===== config.mk =====
export PLATFORM = sky130hd
export DESIGN_NAME = load_store_unit_flat
export DESIGN_NICKNAME = d
export VERILOG_FILES = /design/src/rtl/load_store_unit_if.sv /design/src/rtl/load_store_unit.sv /design/src/flat_wrapper.sv
export SDC_FILE = /design/constraint.sdc
export NUM_CORES = 1
export LEC_CHECK = 0
export CAP_MARGIN = 20
export CORE_MARGIN = 10
export CORE_UTILIZATION = 47
export CTS_CLUSTER_DIAMETER = 40
export DETAILED_ROUTE_END_ITERATION = 10
export PLACE_DENSITY_LB_ADDON = 0.3
export SYNTH_ARGS = -nofsm -noshare
export SYNTH_HDL_FRONTEND = slang
export SYNTH_SLANG_ARGS = --single-unit

===== constraint.sdc =====
create_clock -name clk -period 3.8 [get_ports clk]
set_input_delay 0.38 -clock clk [delete_from_list [all_inputs] [get_ports clk]]
set_output_delay 0.38 -clock clk [all_outputs]
set_load 0.005 [all_outputs]

===== src/rtl/load_store_unit_if.sv =====
// rtl/load_store_unit_if.sv - request and data-memory bus between the control FSM, the LSU and memory.
interface load_store_unit_if #(
  parameter int XLEN = 32
);
  logic            req_valid;
  logic            req_we;
  logic [2:0]      req_funct3;
  logic [XLEN-1:0] req_addr;
  logic [XLEN-1:0] req_wdata;
  logic            busy;
  logic            done;
  logic            err;
  logic [XLEN-1:0] rdata;
  logic [XLEN-1:0] mem_addr;
  logic            mem_wr;
  logic [XLEN-1:0] mem_wdata;
  logic [XLEN-1:0] mem_rdata;

  modport slave (
    input  req_valid, req_we, req_funct3, req_addr, req_wdata, mem_rdata,
    output busy, done, err, rdata, mem_addr, mem_wr, mem_wdata
  );

  modport master (
    output req_valid, req_we, req_funct3, req_addr, req_wdata, mem_rdata,
    input  busy, done, err, rdata, mem_addr, mem_wr, mem_wdata
  );
endinterface


===== src/rtl/load_store_unit.sv =====
// rtl/load_store_unit.sv - one RISC-V load/store per request against word-wide memory.
// Sub-word stores are read-modify-write; done pulses when the access completes.
module load_store_unit #(
  parameter int MEM_LAT = 1,
  parameter int XLEN    = 32
) (
  input  logic                clk,
  input  logic                rst,
  load_store_unit_if.slave    bus
);
  typedef enum logic [2:0] {S_IDLE, S_RD, S_WR, S_DONE, S_ERR} state_t;

  localparam int CW = (MEM_LAT > 1) ? $clog2(MEM_LAT) : 1;
  localparam logic [CW-1:0] CNT_LAST = CW'(MEM_LAT - 1);

  state_t          state_q, state_d;
  logic            we_q, we_d;
  logic [2:0]      funct3_q, funct3_d;
  logic [1:0]      lane_q, lane_d;
  logic [15:0]     wdata_q, wdata_d;
  logic [CW-1:0]   cnt_q, cnt_d;
  logic [XLEN-1:0] mem_addr_q, mem_addr_d;
  logic [XLEN-1:0] mem_wdata_q, mem_wdata_d;
  logic [XLEN-1:0] rdata_q, rdata_d;

  always_ff @(posedge clk or posedge rst) begin
    if (rst) begin
      state_q     <= S_IDLE;
      we_q        <= 1'b0;
      funct3_q    <= 3'b000;
      lane_q      <= 2'b00;
      wdata_q     <= '0;
      cnt_q       <= '0;
      mem_addr_q  <= '0;
      mem_wdata_q <= '0;
      rdata_q     <= '0;
    end else begin
      state_q     <= state_d;
      we_q        <= we_d;
      funct3_q    <= funct3_d;
      lane_q      <= lane_d;
      wdata_q     <= wdata_d;
      cnt_q       <= cnt_d;
      mem_addr_q  <= mem_addr_d;
      mem_wdata_q <= mem_wdata_d;
      rdata_q     <= rdata_d;
    end
  end

  logic            illegal, misaligned;
  logic [7:0]      byte_sel;
  logic [15:0]     half_sel;
  logic [XLEN-1:0] load_val, merged;

  always_comb begin
    state_d     = state_q;
    we_d        = we_q;
    funct3_d    = funct3_q;
    lane_d      = lane_q;
    wdata_d     = wdata_q;
    cnt_d       = cnt_q;
    mem_addr_d  = mem_addr_q;
    mem_wdata_d = mem_wdata_q;
    rdata_d     = rdata_q;

    // Stores only define funct3 000..010; loads additionally allow the unsigned 100/101.
    illegal    = bus.req_we ? (bus.req_funct3 >= 3'b011)
                            : (bus.req_funct3 == 3'b011 || bus.req_funct3[2:1] == 2'b11);
    misaligned = (bus.req_funct3[1:0] == 2'b01 && bus.req_addr[0]) ||
                 (bus.req_funct3[1:0] == 2'b10 && bus.req_addr[1:0] != 2'b00);

    byte_sel = bus.mem_rdata[{lane_q, 3'b000} +: 8];
    half_sel = bus.mem_rdata[{lane_q[1], 4'b0000} +: 16];
    case (funct3_q)
      3'b000:  load_val = {{(XLEN-8){byte_sel[7]}}, byte_sel};
      3'b001:  load_val = {{(XLEN-16){half_sel[15]}}, half_sel};
      3'b100:  load_val = {{(XLEN-8){1'b0}}, byte_sel};
      3'b101:  load_val = {{(XLEN-16){1'b0}}, half_sel};
      default: load_val = bus.mem_rdata;
    endcase
    merged = bus.mem_rdata;
    if (funct3_q == 3'b000) merged[{lane_q, 3'b000} +: 8] = wdata_q[7:0];
    else                    merged[{lane_q[1], 4'b0000} +: 16] = wdata_q;

    case (state_q)
      S_IDLE: begin
        if (bus.req_valid) begin
          we_d       = bus.req_we;
          funct3_d   = bus.req_funct3;
          lane_d     = bus.req_addr[1:0];
          wdata_d    = bus.req_wdata[15:0];
          mem_addr_d = {bus.req_addr[XLEN-1:2], 2'b00};
          cnt_d      = '0;
          if (illegal || misaligned) begin
            state_d = S_ERR;
          end else if (bus.req_we && bus.req_funct3 == 3'b010) begin
            mem_wdata_d = bus.req_wdata;
            state_d     = S_WR;
          end else begin
            state_d = S_RD;
          end
        end
      end
      S_RD: begin
        if (cnt_q == CNT_LAST) begin
          if (we_q) begin
            mem_wdata_d = merged;
            state_d     = S_WR;
          end else begin
            rdata_d = load_val;
            state_d = S_DONE;
          end
        end else begin
          cnt_d = cnt_q + CW'(1);
        end
      end
      S_WR:    state_d = S_DONE;
      S_DONE:  state_d = S_IDLE;
      S_ERR:   state_d = S_IDLE;
      default: state_d = S_IDLE;
    endcase
  end

  // mem_wr decodes straight from state so an async reset kills the strobe at once.
  always_comb begin
    bus.busy      = (state_q != S_IDLE);
    bus.done      = (state_q == S_DONE) || (state_q == S_ERR);
    bus.err       = (state_q == S_ERR);
    bus.mem_wr    = (state_q == S_WR);
    bus.rdata     = rdata_q;
    bus.mem_addr  = mem_addr_q;
    bus.mem_wdata = mem_wdata_q;
  end
endmodule


===== src/flat_wrapper.sv =====
// flat-port wrapper written by rule: the top's interface ports become plain ports
module load_store_unit_flat 
#(
  parameter int MEM_LAT = 1,
  parameter int XLEN    = 32
)
  (clk, rst, bus_req_valid, bus_req_we, bus_req_funct3, bus_req_addr, bus_req_wdata, bus_mem_rdata, bus_busy, bus_done, bus_err, bus_rdata, bus_mem_addr, bus_mem_wr, bus_mem_wdata);
  load_store_unit_if #(.XLEN(XLEN)) bus_i ();
  input  logic clk;
  input  logic rst;
  input wire logic [$bits(bus_i.req_valid)-1:0] bus_req_valid;
  input wire logic [$bits(bus_i.req_we)-1:0] bus_req_we;
  input wire logic [$bits(bus_i.req_funct3)-1:0] bus_req_funct3;
  input wire logic [$bits(bus_i.req_addr)-1:0] bus_req_addr;
  input wire logic [$bits(bus_i.req_wdata)-1:0] bus_req_wdata;
  input wire logic [$bits(bus_i.mem_rdata)-1:0] bus_mem_rdata;
  output wire logic [$bits(bus_i.busy)-1:0] bus_busy;
  output wire logic [$bits(bus_i.done)-1:0] bus_done;
  output wire logic [$bits(bus_i.err)-1:0] bus_err;
  output wire logic [$bits(bus_i.rdata)-1:0] bus_rdata;
  output wire logic [$bits(bus_i.mem_addr)-1:0] bus_mem_addr;
  output wire logic [$bits(bus_i.mem_wr)-1:0] bus_mem_wr;
  output wire logic [$bits(bus_i.mem_wdata)-1:0] bus_mem_wdata;
  assign bus_i.req_valid = bus_req_valid;
  assign bus_i.req_we = bus_req_we;
  assign bus_i.req_funct3 = bus_req_funct3;
  assign bus_i.req_addr = bus_req_addr;
  assign bus_i.req_wdata = bus_req_wdata;
  assign bus_i.mem_rdata = bus_mem_rdata;
  assign bus_busy = bus_i.busy;
  assign bus_done = bus_i.done;
  assign bus_err = bus_i.err;
  assign bus_rdata = bus_i.rdata;
  assign bus_mem_addr = bus_i.mem_addr;
  assign bus_mem_wr = bus_i.mem_wr;
  assign bus_mem_wdata = bus_i.mem_wdata;
  load_store_unit #(.MEM_LAT(MEM_LAT), .XLEN(XLEN)) u_core (.clk(clk), .rst(rst), .bus(bus_i));
endmodule

==> metrics, run 1 <==
Post-DP HPWL 15,300 µm; Remaining DRCs 0; maximum clock path buffer count 2; n_diodes 0; setup violators final 0; yosys warns 0; WP data arrival roughly 3.0 ns; CTS sink cnt 119; hold buffers post-CTS 0; area leader, netlist dfrtp_1; LEAKAGE 0.00377 µW; Critical Path Start Type register; Critical Setup Path Class reg2reg; RSZ-0062 raised after global routing no; WL final about 21,000 µm; Seq cells post-synth 119; R2R cell count 5; clock skew approximately 0.0074 ns; first-pass GRT wire length around 33,000 µm; final hold violation count 0; Crit-path slowest cell dfrtp_2; Core ar. between 10,000 and 15,000 µm²; Crit. End Element register; vias ~5,700; DRT iter0 DRCs 501; share of layout cells above drive strength 1 0.142; min-delay worst type in2async; max incr delay on CP 0.75 ns; Peak VDD IR between 400 and 500 µV; MaxCap Viol Count 0; Final GP Congestion approximately 0.89; DR WL/cell 21.5 µm; First-pass DRT Iterations 6; crit path time final about 2.7 ns; NumNets Final a little under 900; final instance area approximately 9000 µm²; Die H 137 µm; power density cells roughly 850 nW/µm²; Post-Syn Instances between 600 and 700; CP max FO 31; Avg Cell Area, Syn 10.4 µm²; Clk Tree Root Cell clkbuf_16; GRT Residual Overflow 0; worst-margin pin slew 1.06 ns; clock insertion delay at the later pin of the skew report 0.42 ns; Pins Over Slew Limit 0; antenna violations before repair 0; # port buffers 200; number of global-route vias before repair 5,883; WP data required ~4.1 ns; final setup TNS 0 ns; status finished clean; number of I/O pins approximately 200; CTS Buf Count 17; antenna viol nets, final 0; reg-to-reg critical path startpoint u_core.lane_q[1]; CTS tree built; row cnt 42; area share of the largest cell type after synthesis 0.466; relative slew slack 0.291; Clock Pin Slew Worst Setup and Hold Paths ~0.05 ns; Synth cell types 42; worst reg2reg endpoint u_core.bus.rdata[28]; R2R Setup Slk about 1.1 ns; fmax ~370 MHz; Layout area overhead 41.5%; largest net degree at the start of global routing around 70; Seq/Total Area, Yosys 0.466; Initial Util 0.481; vias per cell 5.87; placed instance area 8440 µm²; number of H-tree levels 4; post_cts resized 0; die area around 19,000 µm²; worst path cell trace buf_4, mux2_2, nor2_1, or4_1, nand3_1; setup bufs post-CTS 0; dominant cells by area after synthesis dfrtp_1 (47%), mux2_2 (10%), mux2i_1 (6.1%); Total GRT Usage 0.224; Die W ~140 µm; ratio of final minimum period to clock period 0.708; Netlist Area Pre-Place 6390 µm²
-- where the power goes --
part	switching, µW	internal (µW)
Sequential	586	1910
Clock	559	1050
Combinational	1590	1990
-- cell usage in the layout (no fill, tap or decap), drive strengths merged, types with 2 or more instances in the layout --
cell type | synthesis | layout
a211o | 32 | 32
a21oi | 11 | 11
a221oi | 34 | 34
a22oi | 7 | 7
a31oi | 39 | 39
and2 | 2 | 2
buf | 33 | 9
bufinv | 0 | 3
clkbuf | 24 | 21
clkdlybuf4s50 | 0 | 200
clkinv | 0 | 6
conb | 1 | 2
dfrtp | 119 | 119
ha | 5 | 5
inv | 9 | 9
mux2 | 57 | 57
mux2i | 39 | 39
nand2 | 69 | 69
nand2b | 3 | 3
nand3 | 32 | 32
nand3b | 9 | 9
nor2 | 46 | 46
nor3b | 3 | 3
nor4b | 2 | 2
nor4bb | 4 | 4
o21ai | 12 | 12
o22a | 7 | 7
or3 | 2 | 2
-- kinds of logic after synthesis --
logic type	Yosys count	share of synthesized area
buffers and inverters	66	0.0474
other	1	0.000587
AND/OR/NAND/NOR	177	0.139
multiplexers	97	0.165
AO/OA/AOI/OAI	148	0.172
flip-flops	119	0.466
adder cells (fa/ha/maj)	5	0.00978
-- worst max-delay path, delay by kind of cell (launching register included) --
kind,cells,cell delay (ns)
buf+inv,1,0.52
flops,1,0.75
mux,1,0.41
simple gates,3,0.84
-- cells in the mapped netlist, drive strengths merged --
| library cell | number |
|---|---|
| o2bb2ai | 1 |
| and2 | 2 |
| nor2 | 46 |
| nand4 | 1 |
| nor3 | 1 |
| nand3 | 32 |
| o21bai | 1 |
| clkbuf | 24 |
| a221oi | 34 |
| mux4 | 1 |
| and4b | 1 |
| a22oi | 7 |
| nand2b | 3 |
| or4 | 1 |
| a41o | 1 |
| conb | 1 |
| inv | 9 |
| dfrtp | 119 |
| a211o | 32 |
| a31oi | 39 |
| nor4bb | 4 |
| a21oi | 11 |
| nor4 | 1 |
| nor4b | 2 |
| buf | 33 |
| mux2i | 39 |
| o31ai | 1 |
| a311o | 1 |
| o21ai | 12 |
| ha | 5 |
| or3 | 2 |
| a21boi | 1 |
| nor3b | 3 |
| nand2 | 69 |
| mux2 | 57 |
| o22a | 7 |
| nand3b | 9 |
-- sequential cells by signal (all words and copies together), names as in the netlist --
register and cells:
u_core.we_q 1, u_core.bus.mem_addr 30, u_core.lane_q 2, u_core.wdata_q 16
u_core.funct3_q 3, u_core.bus.rdata 32, u_core.state_q 3, u_core.bus.mem_wdata 32
-- metal layers --
metal  vias up  GRT usage  routed length (µm)
li1       2625          -                   -
met1      2786      0.270                8210
met2       267      0.352                9930
met3        29      0.100                2490
met4         0     0.0663                 333
met5         -          0                   0
-- metrics by stage --
stage | hold WS (ns) | util | cells | setup WS [ns] | power, µW
after global placement | 0.463 | 0.635 | 941 | 1.20 | 5920
after CTS | 0.493 | 0.679 | 972 | 1.12 | 7710
after floorplan | 0.473 | - | 614 | 0.263 | 4360
after global routing | 0.520 | 0.681 | 973 | 0.960 | 8190
final | 0.487 | 0.681 | 973 | 1.11 | 7680
after detailed placement | 0.482 | 0.635 | 941 | 1.10 | 6070
-- how the worst max path moves through the flow --
stage	cells after the start	slack (ns)	to	start
2_1_floorplan	1	0.26	u_core.bus.mem_addr[10]	rst
3_3_place_gp	5	1.20	u_core.bus.rdata[29]	u_core.lane_q[1]
3_5_place_dp	5	1.10	u_core.bus.rdata[28]	u_core.lane_q[1]
4_1_cts	5	1.12	u_core.bus.rdata[28]	u_core.lane_q[1]
5_1_grt	7	0.96	u_core.bus.mem_wdata[16]	u_core.lane_q[1]
6_report	5	1.11	u_core.bus.rdata[28]	u_core.lane_q[1]
-- final cells by class --
class	count	area, µm²
Multi-Input combinational cell	429	3130
Clock buffer	21	460
Sequential cell	119	2980
Tap cell	176	220
Inverter	9	36.3
Clock inverter	10	128
Timing Repair Buffer	209	2090
Fill cell	1018	4250
Power figures use the tool's default switching activity.
==> inputs of run 2 (changes only) <==
clock period = 2.6 ns   (was 3.8 ns; I/O delays follow)
==> run 2 against run 1 <==
Compared with the run above:
- maximum frequency grew 12%
- cell area is 0.97% higher
- core utilization increased by 0.66 points
- highest routed layer unchanged
- sequential power up 43%
- die area unchanged
- via count up 3.0%
- critical path type unchanged
==> metrics, run 2 (synthesis results as in run 1) <==
Pins Over Slew Limit 0 (unchanged); vias 5,880 (+3.0%); CTS tree built; row cnt 42 (unchanged); First-pass DRT Iterations 5 (-1); Die W 137 µm (unchanged); vias per cell 5.97 (+1.8%); max incr delay on CP 0.49 ns (-0.26 ns); Peak VDD IR 771 µV (+58%); WP data required 2.94 ns (-1.12 ns); LEAKAGE 0.00380 µW (+0.76%); number of global-route vias before repair 5,972 (+1.5%); clock insertion delay at the later pin of the skew report 0.43 ns (about the same); Total GRT Usage 0.227 (+0.00315); setup violators final 0 (unchanged); post_cts resized 0 (unchanged); leading cell type in the layout, fill and taps excluded clkdlybuf4s50_1; met2 usage 0.365 (+0.0137); placed instance area 8570 µm² (+1.5%); hold buffers post-CTS 0 (unchanged); CTS sink cnt 119 (unchanged); RSZ-0062 raised after global routing no; most frequent cells in the layout clkdlybuf4s50_1 (200), dfrtp_1 (118), nand2_1 (68); min-delay worst type in2async; met1 track demand over resource 0.272 (+0.00142); Remaining DRCs 0 (unchanged); GRT Residual Overflow 0 (unchanged); Clk Tree Root Cell clkbuf_16; Core ar. 13,300 µm² (unchanged); die area 18,700 µm² (unchanged); # port buffers 200 (unchanged); Initial Util 0.481 (unchanged); WP data arrival 2.74 ns (-0.21 ns); Post-DP HPWL 15,800 µm (+3.7%); antenna violations before repair 0 (unchanged); Die H 137 µm (unchanged); setup bufs post-CTS 0 (unchanged); WL final 21,400 µm (+2.1%); filler instances 996 (-2.2%); grt met3 use 0.0905 (-0.00953); NumNets Final 904 (+1.2%); CTS Buf Count 17 (unchanged); final hold violation count 0 (unchanged); largest net degree at the start of global routing 65 (-5.8%); final instance area 9140 µm² (+0.97%); Crit-path slowest cell dfrtp_1; CP delay by family, top compound AO/OA/AOI/OAI gates; Final GP Congestion 0.921 (+3.7%); fmax 417 MHz (+12%); clock skew 0.00870 ns (+0.00131 ns); first-pass GRT wire length 33,300 µm (+1.9%); grt peak-use layer met2; crit path time final 2.40 ns (-0.293 ns); Critical Path Start Type register; critical path buffer and inverter count 2 (+1); worst path cell trace inv_1, ha_1, nor4bb_1, buf_4, a221oi_1, a211o_1, a31oi_1; number of I/O pins 203 (unchanged); worst-margin pin slew 0.997 ns (-0.0664 ns); Layout area overhead 42.9%; maximum clock path buffer count 2 (unchanged); share of layout cells above drive strength 1 0.157 (+0.0152); MaxCap Viol Count 0 (unchanged); ratio of final minimum period to clock period 0.922 (+0.214); n_diodes 0 (unchanged); power density cells 1230 nW/µm² (+45%); number of H-tree levels 4 (unchanged); DRT iter0 DRCs 542 (+8.2%); CP max FO 10 (-68%); status finished clean; DR WL/cell 21.7 µm (+0.88%); final setup TNS 0 ns (unchanged); antenna viol nets, final 0 (unchanged); Critical Setup Path Class reg2reg; R2R Setup Slk 0.20 ns (-0.91 ns); Crit. End Element register; Clock Pin Slew Worst Setup and Hold Paths 0.05 ns (about the same); relative slew slack 0.335 (+0.0443)
[run 2: cell types whose count changed in the layout (fill, tap and decap cells not counted)]
cell,delta
inv_4,-1
buf_4,+9
inv_6,+2
clkinv_2,-3
clkbuf_8,-1
bufinv_16,-2
clkinvlp_4,+4
buf_12,+2
clkinv_4,+4
clkbuf_1,-2
[run 2: worst paths after layout]
kind                                       from                        to  cells after the start
max                            u_core.lane_q[0]  u_core.bus.mem_wdata[24]                      7
min                                         rst   u_core.bus.mem_addr[27]                      2
max reg2reg                    u_core.lane_q[0]  u_core.bus.mem_wdata[24]                      7
min reg2reg                u_core.bus.rdata[26]      u_core.bus.rdata[26]                      2
max in group asynchronous                   rst          u_core.lane_q[1]                      3
min in group clk              bus_req_wdata[29]  u_core.bus.mem_wdata[29]                      3
[run 2: metal layers]
metal  up-vias  wire (µm)  share of wire
met5         -          0              0
met4         0        375          0.018
met3        38       2380           0.11
met2       301      10200           0.48
met1      2897       8480           0.40
li1       2644          -              -
[run 2: final cells by class]
type | count | area [µm²] | share of cell area
clock buffers | 18 | 439 | 0.0481
clock inverters | 14 | 128 | 0.0140
inverters | 9 | 37.5 | 0.00411
multi-input cells | 429 | 3130 | 0.343
flip-flops and latches | 119 | 2980 | 0.326
well taps | 176 | 220 | 0.0241
repair buffers | 220 | 2200 | 0.241
[run 2: power by group]
group          switching, µW  internal, µW  total, µW
clock                    895          1340       2230
sequential               780          2790       3570
combinational           2470          2980       5450
total                   4140          7110      11300
[run 2: stage by stage]
stage                     hold slack, ns  total power, µW   util  setup slack (ns)  cells
after floorplan                    0.377             6380      -             0.155    614
after global placement             0.462             8790  0.645             0.361    953
after detailed placement           0.482             9010  0.645             0.239    953
after CTS                          0.140            11300  0.687             0.223    985
after global routing               0.167            12000  0.687           0.00306    985
final                              0.139            11300  0.687             0.204    985
